<file path="src/rtl/inst_prefetch_queue_if.sv">
// Fetch-side bundle: instruction-memory request/response, IF/ID delivery and core control.
// master = prefetch queue side, slave = memory/core side.
interface inst_prefetch_queue_if;
    logic        imem_req;
    logic [31:0] imem_addr;
    logic        imem_rvalid;
    logic [31:0] imem_rdata;
    logic        inst_valid;
    logic [31:0] inst;
    logic [31:0] inst_pc;
    logic        inst_ready;
    logic        redirect;
    logic [31:0] redirect_pc;
    logic        halt;

    modport master (
        output imem_req, imem_addr, inst_valid, inst, inst_pc,
        input  imem_rvalid, imem_rdata, inst_ready, redirect, redirect_pc, halt
    );
    modport slave (
        input  imem_req, imem_addr, inst_valid, inst, inst_pc,
        output imem_rvalid, imem_rdata, inst_ready, redirect, redirect_pc, halt
    );
endinterface

</file>
<file path="src/rtl/inst_prefetch_queue.sv">
// Sequential instruction prefetch FIFO feeding the core's IF/ID input (stall, flush-on-redirect, halt).
// Define IFQ_BYPASS_EN to let a response reach inst in the same cycle when the queue is empty.
module inst_prefetch_queue #(
    parameter int unsigned DEPTH    = 4,
    parameter logic [31:0] RESET_PC = 32'h0000_0000,
    parameter logic [31:0] NOP_INST = 32'h0000_0013
) (
    input  logic                  clk,
    input  logic                  rst_n,
    inst_prefetch_queue_if.master bus
);
    localparam int unsigned   AW      = $clog2(DEPTH);
    localparam int unsigned   CW      = AW + 1;
    localparam logic [CW-1:0] ONE     = CW'(1);
    localparam logic [CW:0]   DEPTH_W = DEPTH[CW:0];

    typedef enum logic [1:0] {S_RUN, S_DRAIN, S_HALT} state_e;

    state_e        state_q, state_d;
    logic [31:0]   fetch_pc_q, fetch_pc_d;
    logic [31:0]   pc_tag_q, pc_tag_d;
    logic [CW-1:0] outst_q, outst_d;
    logic [CW-1:0] discard_q, discard_d;
    logic [CW-1:0] count_q, count_d;
    logic [AW-1:0] rd_ptr_q, rd_ptr_d;
    logic [AW-1:0] wr_ptr_q, wr_ptr_d;
    logic [31:0]   word_q [DEPTH];
    logic [31:0]   tag_q  [DEPTH];

    logic rsp_live, accept, head_vld, byp, room, issue_state, issue, push, pop;

    // A response with nothing outstanding belongs to a request lost across reset.
    assign rsp_live = bus.imem_rvalid && (outst_q != '0);
    assign accept   = rsp_live && (discard_q == '0);
    assign head_vld = (count_q != '0);
    assign room     = ({1'b0, count_q} + {1'b0, outst_q}) < DEPTH_W;

`ifdef IFQ_BYPASS_EN
    assign byp = accept && !head_vld && !bus.redirect;
`else
    assign byp = 1'b0;
`endif

    // The last stale response of a drain re-enables fetch in the same cycle.
    assign issue_state = (state_q == S_RUN) ||
                         ((state_q == S_DRAIN) && rsp_live && (discard_q == ONE));
    assign issue = rst_n && issue_state && room && !bus.redirect && !bus.halt;
    assign pop   = head_vld && bus.inst_ready;
    assign push  = accept && !(byp && bus.inst_ready);

    assign bus.imem_req   = issue;
    assign bus.imem_addr  = fetch_pc_q;
    assign bus.inst_valid = head_vld || byp;
    assign bus.inst       = head_vld ? word_q[rd_ptr_q] : (byp ? bus.imem_rdata : NOP_INST);
    assign bus.inst_pc    = head_vld ? tag_q[rd_ptr_q]  : (byp ? pc_tag_q : 32'h0);

    always_comb begin
        state_d    = state_q;
        fetch_pc_d = fetch_pc_q;
        pc_tag_d   = pc_tag_q;
        discard_d  = discard_q;
        count_d    = count_q;
        rd_ptr_d   = rd_ptr_q;
        wr_ptr_d   = wr_ptr_q;
        outst_d    = outst_q + (issue ? ONE : '0) - (rsp_live ? ONE : '0);
        if (bus.redirect) begin
            fetch_pc_d = bus.redirect_pc;
            pc_tag_d   = bus.redirect_pc;
            count_d    = '0;
            rd_ptr_d   = '0;
            wr_ptr_d   = '0;
            discard_d  = outst_d;
            state_d    = (outst_d != '0) ? S_DRAIN : S_RUN;
        end else begin
            if (issue)                          fetch_pc_d = fetch_pc_q + 32'd4;
            if (rsp_live && discard_q != '0)    discard_d  = discard_q - ONE;
            if (accept)                         pc_tag_d   = pc_tag_q + 32'd4;
            if (push)                           wr_ptr_d   = wr_ptr_q + 1'b1;
            if (pop)                            rd_ptr_d   = rd_ptr_q + 1'b1;
            count_d = count_q + (push ? ONE : '0) - (pop ? ONE : '0);
            if (state_q == S_DRAIN && discard_d == '0) state_d = S_RUN;
        end
        if (bus.halt || state_q == S_HALT) state_d = S_HALT;
    end

    always_ff @(posedge clk or negedge rst_n) begin
        if (!rst_n) begin
            state_q    <= S_RUN;
            fetch_pc_q <= RESET_PC;
            pc_tag_q   <= RESET_PC;
            outst_q    <= '0;
            discard_q  <= '0;
            count_q    <= '0;
            rd_ptr_q   <= '0;
            wr_ptr_q   <= '0;
        end else begin
            state_q    <= state_d;
            fetch_pc_q <= fetch_pc_d;
            pc_tag_q   <= pc_tag_d;
            outst_q    <= outst_d;
            discard_q  <= discard_d;
            count_q    <= count_d;
            rd_ptr_q   <= rd_ptr_d;
            wr_ptr_q   <= wr_ptr_d;
        end
    end

    // Payload storage needs no reset: entries are only read while count_q covers them.
    always_ff @(posedge clk) begin
        if (push && !bus.redirect) begin
            word_q[wr_ptr_q] <= bus.imem_rdata;
            tag_q[wr_ptr_q]  <= pc_tag_q;
        end
    end
endmodule
</file>
<file path="src/flat_wrapper.sv">
// flat-port wrapper written by rule: the top's interface ports become plain ports
module inst_prefetch_queue_flat 
#(
    parameter int unsigned DEPTH    = 4,
    parameter logic [31:0] RESET_PC = 32'h0000_0000,
    parameter logic [31:0] NOP_INST = 32'h0000_0013
)
  (clk, rst_n, bus_imem_req, bus_imem_addr, bus_inst_valid, bus_inst, bus_inst_pc, bus_imem_rvalid, bus_imem_rdata, bus_inst_ready, bus_redirect, bus_redirect_pc, bus_halt);
  inst_prefetch_queue_if bus_i ();
  input  logic clk;
  input  logic rst_n;
  output wire logic [$bits(bus_i.imem_req)-1:0] bus_imem_req;
  output wire logic [$bits(bus_i.imem_addr)-1:0] bus_imem_addr;
  output wire logic [$bits(bus_i.inst_valid)-1:0] bus_inst_valid;
  output wire logic [$bits(bus_i.inst)-1:0] bus_inst;
  output wire logic [$bits(bus_i.inst_pc)-1:0] bus_inst_pc;
  input wire logic [$bits(bus_i.imem_rvalid)-1:0] bus_imem_rvalid;
  input wire logic [$bits(bus_i.imem_rdata)-1:0] bus_imem_rdata;
  input wire logic [$bits(bus_i.inst_ready)-1:0] bus_inst_ready;
  input wire logic [$bits(bus_i.redirect)-1:0] bus_redirect;
  input wire logic [$bits(bus_i.redirect_pc)-1:0] bus_redirect_pc;
  input wire logic [$bits(bus_i.halt)-1:0] bus_halt;
  assign bus_imem_req = bus_i.imem_req;
  assign bus_imem_addr = bus_i.imem_addr;
  assign bus_inst_valid = bus_i.inst_valid;
  assign bus_inst = bus_i.inst;
  assign bus_inst_pc = bus_i.inst_pc;
  assign bus_i.imem_rvalid = bus_imem_rvalid;
  assign bus_i.imem_rdata = bus_imem_rdata;
  assign bus_i.inst_ready = bus_inst_ready;
  assign bus_i.redirect = bus_redirect;
  assign bus_i.redirect_pc = bus_redirect_pc;
  assign bus_i.halt = bus_halt;
  inst_prefetch_queue #(.DEPTH(DEPTH), .RESET_PC(RESET_PC), .NOP_INST(NOP_INST)) u_core (.clk(clk), .rst_n(rst_n), .bus(bus_i));
endmodule
</file>
<file path="config.mk">
export PLATFORM = sky130hd
export DESIGN_NAME = inst_prefetch_queue_flat
export DESIGN_NICKNAME = d
export VERILOG_FILES = /design/src/rtl/inst_prefetch_queue_if.sv /design/src/rtl/inst_prefetch_queue.sv /design/src/flat_wrapper.sv
export SDC_FILE = /design/constraint.sdc
export NUM_CORES = 1
export LEC_CHECK = 0
export CELL_PAD_IN_SITES_DETAIL_PLACEMENT = 1
export CELL_PAD_IN_SITES_GLOBAL_PLACEMENT = 1
export CORE_MARGIN = 1.5
export CORE_UTILIZATION = 25
export DETAILED_ROUTE_END_ITERATION = 8
export PLACE_DENSITY_LB_ADDON = 0.1
export SLEW_MARGIN = 20
export SYNTH_ARGS = -nofsm -noshare
export SYNTH_HDL_FRONTEND = slang
export SYNTH_SLANG_ARGS = --single-unit
</file>
<file path="constraint.sdc">
create_clock -name clk -period 5.55 [get_ports clk]
set_clock_uncertainty 0.05 [all_clocks]
set_input_delay 1.3875 -clock clk [delete_from_list [all_inputs] [get_ports clk]]
set_output_delay 1.3875 -clock clk [all_outputs]
set_load 0.005 [all_outputs]
</file>
== Word-level counts from Yosys, hierarchy flattened ==
Memories as Yosys holds them, arrays and structs flattened.
Index checks and enable logic that the tools add are counted.

* Flip-flop bits (word level): 79
* Latch bits: 0
* Memory bits (writable): 256
* Bits in read-only memories: 0
* Output and inout bits: 98
* Word-level logic and storage cells: 75
* Memories: 2

* $add $sub $neg: 10
* Multiply operators: 0
* Divide/modulo/power cells: 0
* Order comparisons: 1
* Equality and inequality tests: 3
* Shifts and indexed selects: 0
* Muxes and demuxes: 24
* Bitwise gates (word level): 0
* Reduce and logical (&&, ||, !) cells: 27

{| class="wikitable"
|+ Memory list
! memory !! depth !! bits a word !! rd ports !! clocked after memory_dff !! write ports !! RTL line !! RTL
|-
| u_core.tag_q || 4 || 32 || 1 || 0 || 1 || inst_prefetch_queue.sv:28 || <nowiki>logic [31:0] tag_q [DEPTH];</nowiki>
|-
| u_core.word_q || 4 || 32 || 1 || 0 || 1 || inst_prefetch_queue.sv:27 || <nowiki>logic [31:0] word_q [DEPTH];</nowiki>
|}

{| class="wikitable"
|+ Operators by type and width
! cell !! count
|-
| 32-bit two-way mux || 6
|-
| 32-bit by 3-bit adder with 32-bit output, second input constant || 2
|-
| 3-bit nonzero test || 5
|-
| 2-bit two-way mux || 7
|-
| 1-bit logical AND || 12
|-
| 3-bit two-way mux || 4
|-
| 1-bit two-way mux || 7
|-
| 3-bit adder || 2
|-
| 3-bit zero test || 2
|-
| 2-bit nonzero test || 3
|-
| 3-bit subtractor || 2
|-
| 2-bit by 1-bit adder with 2-bit output, second input constant || 2
|-
| 3-bit by 3-bit adder with 4-bit output || 1
|-
| 4-bit by 3-bit less-than comparator with 1-bit output, second input constant || 1
|-
| 3-bit by 1-bit equality test with 1-bit output, second input constant || 1
|-
| 3-bit by 1-bit subtractor with 3-bit output, second input constant || 1
|-
| 2-bit by 1-bit equality test with 1-bit output, second input constant || 1
|-
| 2-bit equality test, second input constant || 1
|-
| 1-bit zero test || 2
|-
| 2-bit zero test || 1
|-
| 1-bit logical OR || 2
|}

== Depth between registers and ports, before layout ==
Gate-level depths: netlist of the first run.

* Depth in word-level cells: 16
* Mapped depth: 15

== Least setup slack after synthesis of the first run ==
No wires, ideal clock.

* Path kind: input port to flip-flop
* From: input port bus_imem_rvalid
* To: memory u_core.tag_q[0][0], enable pin
* Setup time: 429 ps
* Arrival time: 3,589 ps
* Setup slack: 1,482 ps
* Cell stages on the path: 4
* Buffers on the path: 1
* Cell sequence: o31ai_4 > nor2_1 > clkbuf_1 > and3_1

* Longest elaborated chain between the ends: 5

{| class="wikitable"
|+ RTL lines
! element !! RTL line !! RTL
|-
| start: declaration || flat_wrapper.sv:17 || <nowiki>input wire logic [$bits(bus_i.imem_rvalid)-1:0] bus_imem_rvalid;</nowiki>
|-
| 1-bit logical AND || inst_prefetch_queue.sv:33 || <nowiki>assign rsp_live = bus.imem_rvalid && (outst_q != '0);</nowiki>
|-
| 1-bit logical AND || inst_prefetch_queue.sv:34 || <nowiki>assign accept = rsp_live && (discard_q == '0);</nowiki>
|-
| 1-bit logical AND || inst_prefetch_queue.sv:110 || <nowiki>if (push && !bus.redirect) begin</nowiki>
|-
| 1-bit two-way mux || inst_prefetch_queue.sv:110 ||
|-
| 1-bit two-way mux (not written as such) || inst_prefetch_queue.sv:112 || <nowiki>tag_q[wr_ptr_q] <= pc_tag_q;</nowiki>
|-
| end: declaration || inst_prefetch_queue.sv:28 ||
|}

Every way passes these cells.

== Final worst setup path of the first run ==
* From: register u_core.count_q[2]
* To: output port bus_inst_pc[30]

* Longest elaborated chain between the ends: 2

{| class="wikitable"
|+ RTL lines
! element !! RTL line !! RTL
|-
| start: declaration || inst_prefetch_queue.sv:24 || <nowiki>logic [CW-1:0] count_q, count_d;</nowiki>
|-
| start signal: assignment || inst_prefetch_queue.sv:102 || <nowiki>count_q <= count_d;</nowiki>
|-
| 3-bit nonzero test || inst_prefetch_queue.sv:35 || <nowiki>assign head_vld = (count_q != '0);</nowiki>
|-
| 32-bit two-way mux || inst_prefetch_queue.sv:55 || <nowiki>assign bus.inst_pc = head_vld ? tag_q[rd_ptr_q] : (byp ? pc_tag_q : 32'h0);</nowiki>
|-
| end: declaration || flat_wrapper.sv:16 || <nowiki>output wire logic [$bits(bus_i.inst_pc)-1:0] bus_inst_pc;</nowiki>
|}

Every way passes these cells.

==> results of run 1 <==
==> worst paths after layout <==
kind / endpoint / cells after the start / from
min: u_core.bus.imem_addr[1]$_DFFE_PN0P_ / 2 / u_core.bus.imem_addr[1]$_DFFE_PN0P_
min reg2reg: u_core.bus.imem_addr[1]$_DFFE_PN0P_ / 2 / u_core.bus.imem_addr[1]$_DFFE_PN0P_
max: bus_inst_pc[30] / 6 / u_core.count_q[2]$_DFF_PN0_
max reg2reg: u_core.state_q[0]$_DFFE_PN0P_ / 13 / u_core.count_q[2]$_DFF_PN0_
min in group asynchronous: u_core.bus.imem_addr[21]$_DFFE_PN0N_ / 2 / rst_n
max in group asynchronous: u_core.rd_ptr_q[1]$_DFFE_PN0P_ / 3 / rst_n
==> state kept, by name, indices dropped and copies added (netlist names) <==
name,cells
u_core.tag_q,128
u_core.pc_tag_q,32
u_core.outst_q,3
u_core.wr_ptr_q,2
u_core.rd_ptr_q,2
u_core.bus.imem_addr,32
u_core.discard_q,3
u_core.state_q,2
u_core.word_q,128
u_core.count_q,3
==> synth_stat cells (11+ instances only) <==
library cell  count
edfxtp_1        256
dfrtp_1          79
nand2_1          67
mux4_2           64
and2_1           63
inv_1            36
nand3_1          36
o21ai_1          23
xnor2_1          21
o21ai_0          20
a21oi_1          19
clkbuf_1         19
nor2_1           17
nand4_1          16
xor2_1           16
ha_1             15
and3_1           13
buf_2            11
==> layout make-up <==
| cell class | count | area, um^2 | area share |
|---|---|---|---|
| clock inverter | 16 | 113 | 0.00618 |
| sequential | 335 | 9670 | 0.531 |
| clock buffer | 58 | 1140 | 0.0625 |
| timing repair buffer | 186 | 1870 | 0.103 |
| multi-input combinational | 504 | 4350 | 0.238 |
| tap | 756 | 946 | 0.0519 |
| inverter | 38 | 143 | 0.00782 |
==> worst min-delay path: stages (launching register included) <==
cell and delay (ps):
dfrtp_1 370, inv_1 50, o21ai_0 70
==> routing by layer <==
metal  track usage  share of wire  vias up
met5             0              0        -
met4        0.0303          0.014        0
met3        0.0311          0.042       41
met2         0.224           0.47      189
met1         0.189           0.47     4358
li1              -              -     3898
==> per-stage QoR <==
step                instance area (um^2)  worst slack [ps]  total power [uW]  hold WS, ps   util
finish                             18200              1130              7410          483  0.323
floorplan                          14300              1480              4040          426      -
global route                       18200               878              7820          514  0.323
detailed placement                 17000              1130              5030          474  0.300
CTS                                18200               956              7600          491  0.323
global placement                   17000              1140              5020          471  0.300
==> placed cells by master (no fill, tap or decap), drive strengths merged, types with 12 or more instances in the layout <==
cell	synthesis	routed
xor2	16	16
nand4	17	17
ha	15	15
dfrtp	79	79
edfxtp	256	256
and3	13	13
buf	21	21
clkdlybuf4s50	0	165
a21oi	19	19
mux4	64	64
xnor2	21	21
o21ai	43	43
nor2	17	17
nand3	37	37
nand2	67	67
nor4	12	12
and2	64	64
nor3	12	12
clkbuf	19	58
inv	38	40
==> power by group through the flow <==
stage	clock [uW]	combinational [uW]	sequential, uW
detailed placement	0	1870	3170
floorplan	0	1030	3010
CTS	2610	1880	3110
finish	2510	1800	3100
global route	2700	1990	3140
global placement	0	1860	3160
==> kinds of logic after synthesis <==
logic type               count (synthesis)  share of synthesized area
multiplexers                            70                      0.105
AO/OA/AOI/OAI                          107                     0.0483
buffers and inverters                   78                     0.0225
AND/OR/NAND/NOR                        273                      0.110
flip-flops                             335                      0.675
XOR/XNOR                                37                     0.0226
adder cells (fa/ha/maj)                 17                     0.0159
==> flow_summary.toml, run 1 <==
[run_status]
status = "finished, final reports clean"

[synth]
synthCells = 917
synth_cell_types = 64
synth-async-reset-ratio = 0.236
ys.flop_type = "edfxtp_1"
ys_seq_elements = 335
avgSynthCellArea_um2 = 15.6
synth_area_um2 = 14300
synth_fp_nets = 1004
synth.yosys.seq_area_share = 0.675
synth_top_cell_area_share = 0.537
yosysWarnings = 0
netlist_top_cells_area = "edfxtp_1, dfrtp_1, mux4_2"
synth_top_area_cell = "edfxtp_1"
synth-edff-count = 256

[grt]
grt_pass1_wl_mm = 61.4
grt_usage = 0.138
grt_max_degree = 55
grt-ovfl-total = 0
antenna_found_initial = 0
grt_pass1_vias = 9467

[worst_setup_path]
reg2reg_slack_ps = 2040
crit_path_start_kind = "flop"
crit_top_cell = "buf_4"
worstPathRequired_ps = 4110
worstSetupPathType = "flop to output port"
crit_buf_inv = 4
crit_path_cell_trace = "nor3_1 -> buf_4 -> inv_2 -> buf_4 -> and2_1 -> clkdlybuf4s50_1"
cp.arrival_ps = 2980
cp-end-kind = "output port"
path_max_fanout = 42
slowest_delay_ps = 520
critPathTopFamily = "buffers and inverters"
crit_slowest_cell = "clkdlybuf4s50_1"

[floorplanning]
die_h_um = 242
initial_utilization = 0.253
coreArea_um2 = 56500
io_pins = 168
die-area_um2 = 58700
die_w_um = 242
rows = 87

[cts]
cts-root-buf = "clkbuf_16"
ctsResizeCount = 0
clock_sinks = 335
cts_hold_buf = 0
cts_buffer_depth = 3
clk_pin_slew_ps = 60
post_cts.repair.setup_buffers = 0
insertion_delay_ps = 560
numCtsBuffers = 40
h-tree-depth = 2
cts_tree = "yes"

[sta]
rsz0062_at_grt = "no"
period_share = 0.796
timing.fmax_mhz = 226
tns_ps = 0
slew_viol_final = 0
slew_headroom = 0.340
finalHoldViolations = 0
fin_crit_ps = 4420
setup-violations-final = 0
tightestPinTransition_ps = 987

[pwr]
switchingPower_uw = 2060
switching_share = 0.278
peakVddDrop_mv = 0.228
powerDensity_nw_per_um2 = 407
p_clk_frac = 0.338
p_int_uw = 5350
pwr-share-comb = 0.243
seq_power_share = 0.418
p_leak_uw = 0.00605

[route]
dr.first_iter.drc_count = 385
drtAntennaViolNets = 0
via_count = 8486
via_per_inst = 4.48
drc = 0
drt-pass1-iter-count = 6
routedWlPerCell_um = 21.0
drt-total-wl_mm = 39.8

[placed_design]
place_inst = 1819
routabilityCongestion = 0.760
port_buffers = 167
dp_hpwl_mm = 26.4

[cells_and_area]
fill_cells = 5843
stdcell_count = 1893
area_growth_syn_to_layout_pct = 27.4
drive_gt1_frac = 0.152
nets = 1192
antenna_cells = 0

[job]
cap_violations = 0

[hold_path]
worst_hold_path_type = "flop to flop"
Power figures use the tool's default switching activity.
==> run 2, diff against run 1 <==
==> constraint.sdc (replaced) <==
create_clock -name clk -period 3.9 [get_ports clk]
set_clock_uncertainty 0.05 [all_clocks]
set_input_delay 0.975 -clock clk [delete_from_list [all_inputs] [get_ports clk]]
set_output_delay 0.975 -clock clk [all_outputs]
set_load 0.005 [all_outputs]
==> run 2 against run 1 <==
  * Cell count grew 0.90%
  * Critical path type unchanged
  * Sequential share of layout area is 0.67 points lower
  * Sequential power increased by 40%
==> flow_summary.toml, run 2 (synthesis results as in run 1) <==
[sta]
timing.fmax_mhz = 266
period_share = 0.963
rsz0062_at_grt = "no"
slew_headroom = 0.528
setup-violations-final = 0
fin_crit_ps = 3750
tns_ps = 0
fin_ws_ps = 145
finalHoldViolations = 0
slew_viol_final = 0
tightestPinTransition_ps = 702

[cts]
insertion_delay_ps = 550
clk_pin_slew_ps = 60
ctsResizeCount = 0
numCtsBuffers = 40
h-tree-depth = 2
cts_tree = "yes"
cts-root-buf = "clkbuf_16"
cts_hold_buf = 0
clock_sinks = 335
cts_buffer_depth = 3
post_cts.repair.setup_buffers = 0

[floorplanning]
coreArea_um2 = 56500
rows = 87
initial_utilization = 0.253
die_w_um = 242
die_h_um = 242
io_pins = 168
die-area_um2 = 58700

[worst_setup_path]
slowest_delay_ps = 510
worstPathRequired_ps = 2870
crit_path_cell_trace = "ha_1 -> a32oi_1 -> nand3_2 -> inv_2 -> clkdlybuf4s50_1"
r2r_end = "u_core.state_q[0]$_DFFE_PN0P_"
crit_buf_inv = 2
reg2reg_slack_ps = 680
critPathTopFamily = "buffers and inverters"
crit_slowest_cell = "clkdlybuf4s50_1"
worst_r2r_path_depth = 11
regToRegStartpoint = "u_core.outst_q[1]$_DFF_PN0_"
path_max_fanout = 4
crit_path_start_kind = "flop"
cp-end-kind = "output port"
cp.arrival_ps = 2730
worstSetupPathType = "flop to output port"

[route]
drtAntennaViolNets = 0
via_count = 8576
drt-total-wl_mm = 40.2
maxUsedRoutingLayer = "met5"
drc = 0
wl_met3_mm = 1.68
route.met2.wl_mm = 18.6
via_per_inst = 4.49
drt-pass1-iter-count = 4
dr.first_iter.drc_count = 403
met1_length_mm = 19.0
routedWlPerCell_um = 21.0

[grt]
antenna_found_initial = 1
grt_usage = 0.140
grt_pass1_wl_mm = 62.2
grt-ovfl-total = 0
grt_pass1_vias = 9590
grt_max_degree = 50

[cells_and_area]
drive_gt1_frac = 0.167
top_regs = "u_core.tag_q (128), u_core.word_q (128)"
stdcell_count = 1910
area_growth_syn_to_layout_pct = 29.0
mostFrequentLayoutCells = "edfxtp_1, clkdlybuf4s50_1, dfrtp_1"
nets = 1210
antenna_cells = 0
final_common_cell = "edfxtp_1"

[job]
cap_violations = 0

[placed_design]
routabilityCongestion = 0.758
place_inst = 1837
pre_cts_ws_ps = 233
dp_hpwl_mm = 27.1
port_buffers = 167

[hold_path]
worst_hold_path_type = "primary input to async pin"

[pwr]
p_leak_uw = 0.00618
peakVddDrop_mv = 0.309
powerDensity_nw_per_um2 = 577

[run_status]
status = "finished, final reports clean"
## run 2: cell types whose count changed in the layout (fill, tap and decap cells not counted), moves of 2 or more
cell        previous run  this run
buf_12                 5        13
buf_4                 15        25
bufinv_16              0         2
clkinv_1               6         4
clkinv_2               4         9
clkinvlp_4             4         1
inv_16                 2         0
## run 2: per-layer routing
layer,global-route usage,vias up
met5,0,-
met4,0.0360,2
met3,0.0290,56
met2,0.224,186
met1,0.193,4390
li1,-,3942
## run 2: worst max-delay path by stage
stage                                         startpoint                       endpoint  slack (ps)  cells after the start
after floorplan                          bus_imem_rvalid   u_core.tag_q[0][0]$_DFFE_PP_         240                      4
after global placement                          bus_halt  u_core.state_q[0]$_DFFE_PN0P_         200                     12
after detailed placement                        bus_halt  u_core.state_q[0]$_DFFE_PN0P_         230                     12
after CTS                 u_core.rd_ptr_q[0]$_DFFE_PN0P_                bus_inst_pc[30]          50                      4
after global routing      u_core.rd_ptr_q[0]$_DFFE_PN0P_                bus_inst_pc[24]          20                      4
final                        u_core.outst_q[1]$_DFF_PN0_                   bus_imem_req         150                      5
## run 2: power breakdown
group          switching (uW)  internal [uW]  total [uW]
Combinational            1170           1570        2740
Sequential                269           4080        4350
Clock                    1470           2100        3570
## run 2: layout make-up
class | count | area [um^2]
fill | 5832 | 38000
clock buffer | 55 | 1100
sequential | 335 | 9670
tap | 756 | 946
multi-input combinational | 504 | 4350
clock inverter | 18 | 153
inverter | 38 | 143
timing repair buffer | 204 | 2100
## run 2: per-stage QoR
stage / power, uW / area (um^2) / utilization / hold WS, ps
CTS: 10900 / 18500 / 0.327 / 481
floorplan: 5750 / 14300 / - / 426
finish: 10700 / 18500 / 0.327 / 464
detailed placement: 7270 / 17200 / 0.305 / 461
global route: 11200 / 18500 / 0.327 / 491
global placement: 7260 / 17200 / 0.305 / 455
==> run 3, diff against run 2 <==
--- a/config.mk
+++ b/config.mk
@@ -11,7 +11,7 @@
 export CORE_UTILIZATION = 25
 export DETAILED_ROUTE_END_ITERATION = 8
 export PLACE_DENSITY_LB_ADDON = 0.1
-export SLEW_MARGIN = 20
+export RECOVER_POWER = 50
 export SYNTH_ARGS = -nofsm -noshare
 export SYNTH_HDL_FRONTEND = slang
 export SYNTH_SLANG_ARGS = --single-unit
==> run 3 against run 2 <==
  * The flow now finishes with violations (max-capacitance violations, max-slew violations)
  * Sequential cell count stayed put
  * Global-route usage stayed put
  * Critical path depth stayed put
  * Die area stayed put
  * Final area is 0.44% lower
  * First-iteration DRC count is 8.4% higher
  * Setup slack better by 1.4 ps
  * Count of clock-buffer cells in the layout stayed put
  * Critical path type unchanged
==> flow_summary.toml, run 3 (synthesis results as in run 1) <==
[grt]
antenna_found_initial = 1
grt-ovfl-total = 0
grt_usage = 0.140
grt_max_degree = 50
grt_pass1_wl_mm = 62.2
grt_pass1_vias = 9590

[pwr]
switching_share = 0.273
p_leak_uw = 0.00615
p_clk_frac = 0.336
powerDensity_nw_per_um2 = 579
seq_power_share = 0.409
pwr-share-comb = 0.255
p_int_uw = 7740
switchingPower_uw = 2900
peakVddDrop_mv = 0.309

[cts]
clk_pin_slew_ps = 60
insertion_delay_ps = 550
cts_buffer_depth = 3
clock_sinks = 335
cts-root-buf = "clkbuf_16"
ctsResizeCount = 0
numCtsBuffers = 40
post_cts.repair.setup_buffers = 0
cts_hold_buf = 0
h-tree-depth = 2
cts_tree = "yes"

[floorplanning]
initial_utilization = 0.253
die_w_um = 242
io_pins = 168
coreArea_um2 = 56500
rows = 87
die_h_um = 242
die-area_um2 = 58700

[route]
drt-total-wl_mm = 40.2
drtAntennaViolNets = 0
dr.first_iter.drc_count = 437
drc = 0
routedWlPerCell_um = 21.1
drt-pass1-iter-count = 5
via_count = 8571
via_per_inst = 4.49

[job]
cap_violations = 1

[cells_and_area]
post-route-util = 0.325
nets = 1210
post-route-cell-area_um2 = 18400
top_regs = "u_core.tag_q (128), u_core.word_q (128)"
final_common_cell = "edfxtp_1"
antenna_cells = 0
drive_gt1_frac = 0.155
area_growth_syn_to_layout_pct = 28.4
mostFrequentLayoutCells = "edfxtp_1, clkdlybuf4s50_1, dfrtp_1"

[run_status]
violations = "max-capacitance violations, max-slew violations"
status = "finished, violations left"

[placed_design]
dp_hpwl_mm = 27.1
routabilityCongestion = 0.758
port_buffers = 167
place_area_um2 = 17200

[sta]
fin_crit_ps = 3750
slew_headroom = -0.489
tns_ps = 0
slew_viol_final = 37
timing.fmax_mhz = 266
finalHoldViolations = 0
period_share = 0.962
rsz0062_at_grt = "no"
setup-violations-final = 0
tightestPinTransition_ps = 2230

[worst_setup_path]
cp-end-kind = "output port"
worstPathRequired_ps = 2870
path_max_fanout = 4
crit_path_start_kind = "flop"
reg2reg_slack_ps = 680
cp.arrival_ps = 2730
worstSetupPathType = "flop to output port"

[hold_path]
worst_hold_path_type = "flop to flop"
## run 3: worst max-delay path, cell delays in order, from the launching register on
cell,delay [ps]
dfrtp_1,470
ha_1,330
a32oi_1,500
nand3_2,240
inv_2,130
clkdlybuf4s50_1,510
## run 3: final cells by class
type | instances | area (um^2)
Timing Repair Buffer | 204 | 2060
Inverter | 38 | 143
Sequential cell | 335 | 9670
Clock inverter | 18 | 153
Clock buffer | 55 | 1100
Tap cell | 756 | 946
Fill cell | 5840 | 38100
Multi-Input combinational cell | 504 | 4310
## run 3: layer usage
metal | up-vias | track usage | part of all wire
met1 | 4389 | 0.193 | 0.47
li1 | 3938 | - | -
met2 | 186 | 0.224 | 0.46
met4 | 2 | 0.0360 | 0.021
met5 | - | 0 | 0.00032
met3 | 56 | 0.0290 | 0.043
## run 3: final timing paths
check / startpoint / end / cells after the start
worst max-delay path: u_core.outst_q[1]$_DFF_PN0_ / bus_imem_req / 5
worst min-delay path: u_core.pc_tag_q[0]$_DFFE_PN0P_ / u_core.tag_q[3][0]$_DFFE_PP_ / 0
worst max register to register: u_core.outst_q[1]$_DFF_PN0_ / u_core.state_q[0]$_DFFE_PN0P_ / 11
worst min register to register: u_core.pc_tag_q[0]$_DFFE_PN0P_ / u_core.tag_q[3][0]$_DFFE_PP_ / 0
max in group asynchronous: rst_n / u_core.rd_ptr_q[1]$_DFFE_PN0P_ / 3
min in group asynchronous: rst_n / u_core.bus.imem_addr[26]$_DFFE_PN0N_ / 2
## run 3: stage by stage
stage	setup WS (ps)	cells	hold slack [ps]	total power, uW
after detailed placement	233	1837	461	7270
after floorplan	244	917	426	5750
final	147	1910	475	10600
after CTS	53.7	1910	481	10900
after global routing	19.6	1910	493	11200
after global placement	201	1837	455	7260
## run 3: power groups by stage
stage	Combinational, uW	Clock (uW)	Sequential, uW
after floorplan	1460	0	4290
after global placement	2840	0	4420
after detailed placement	2850	0	4420
after CTS	2850	3700	4350
after global routing	3000	3820	4380
final	2720	3580	4350
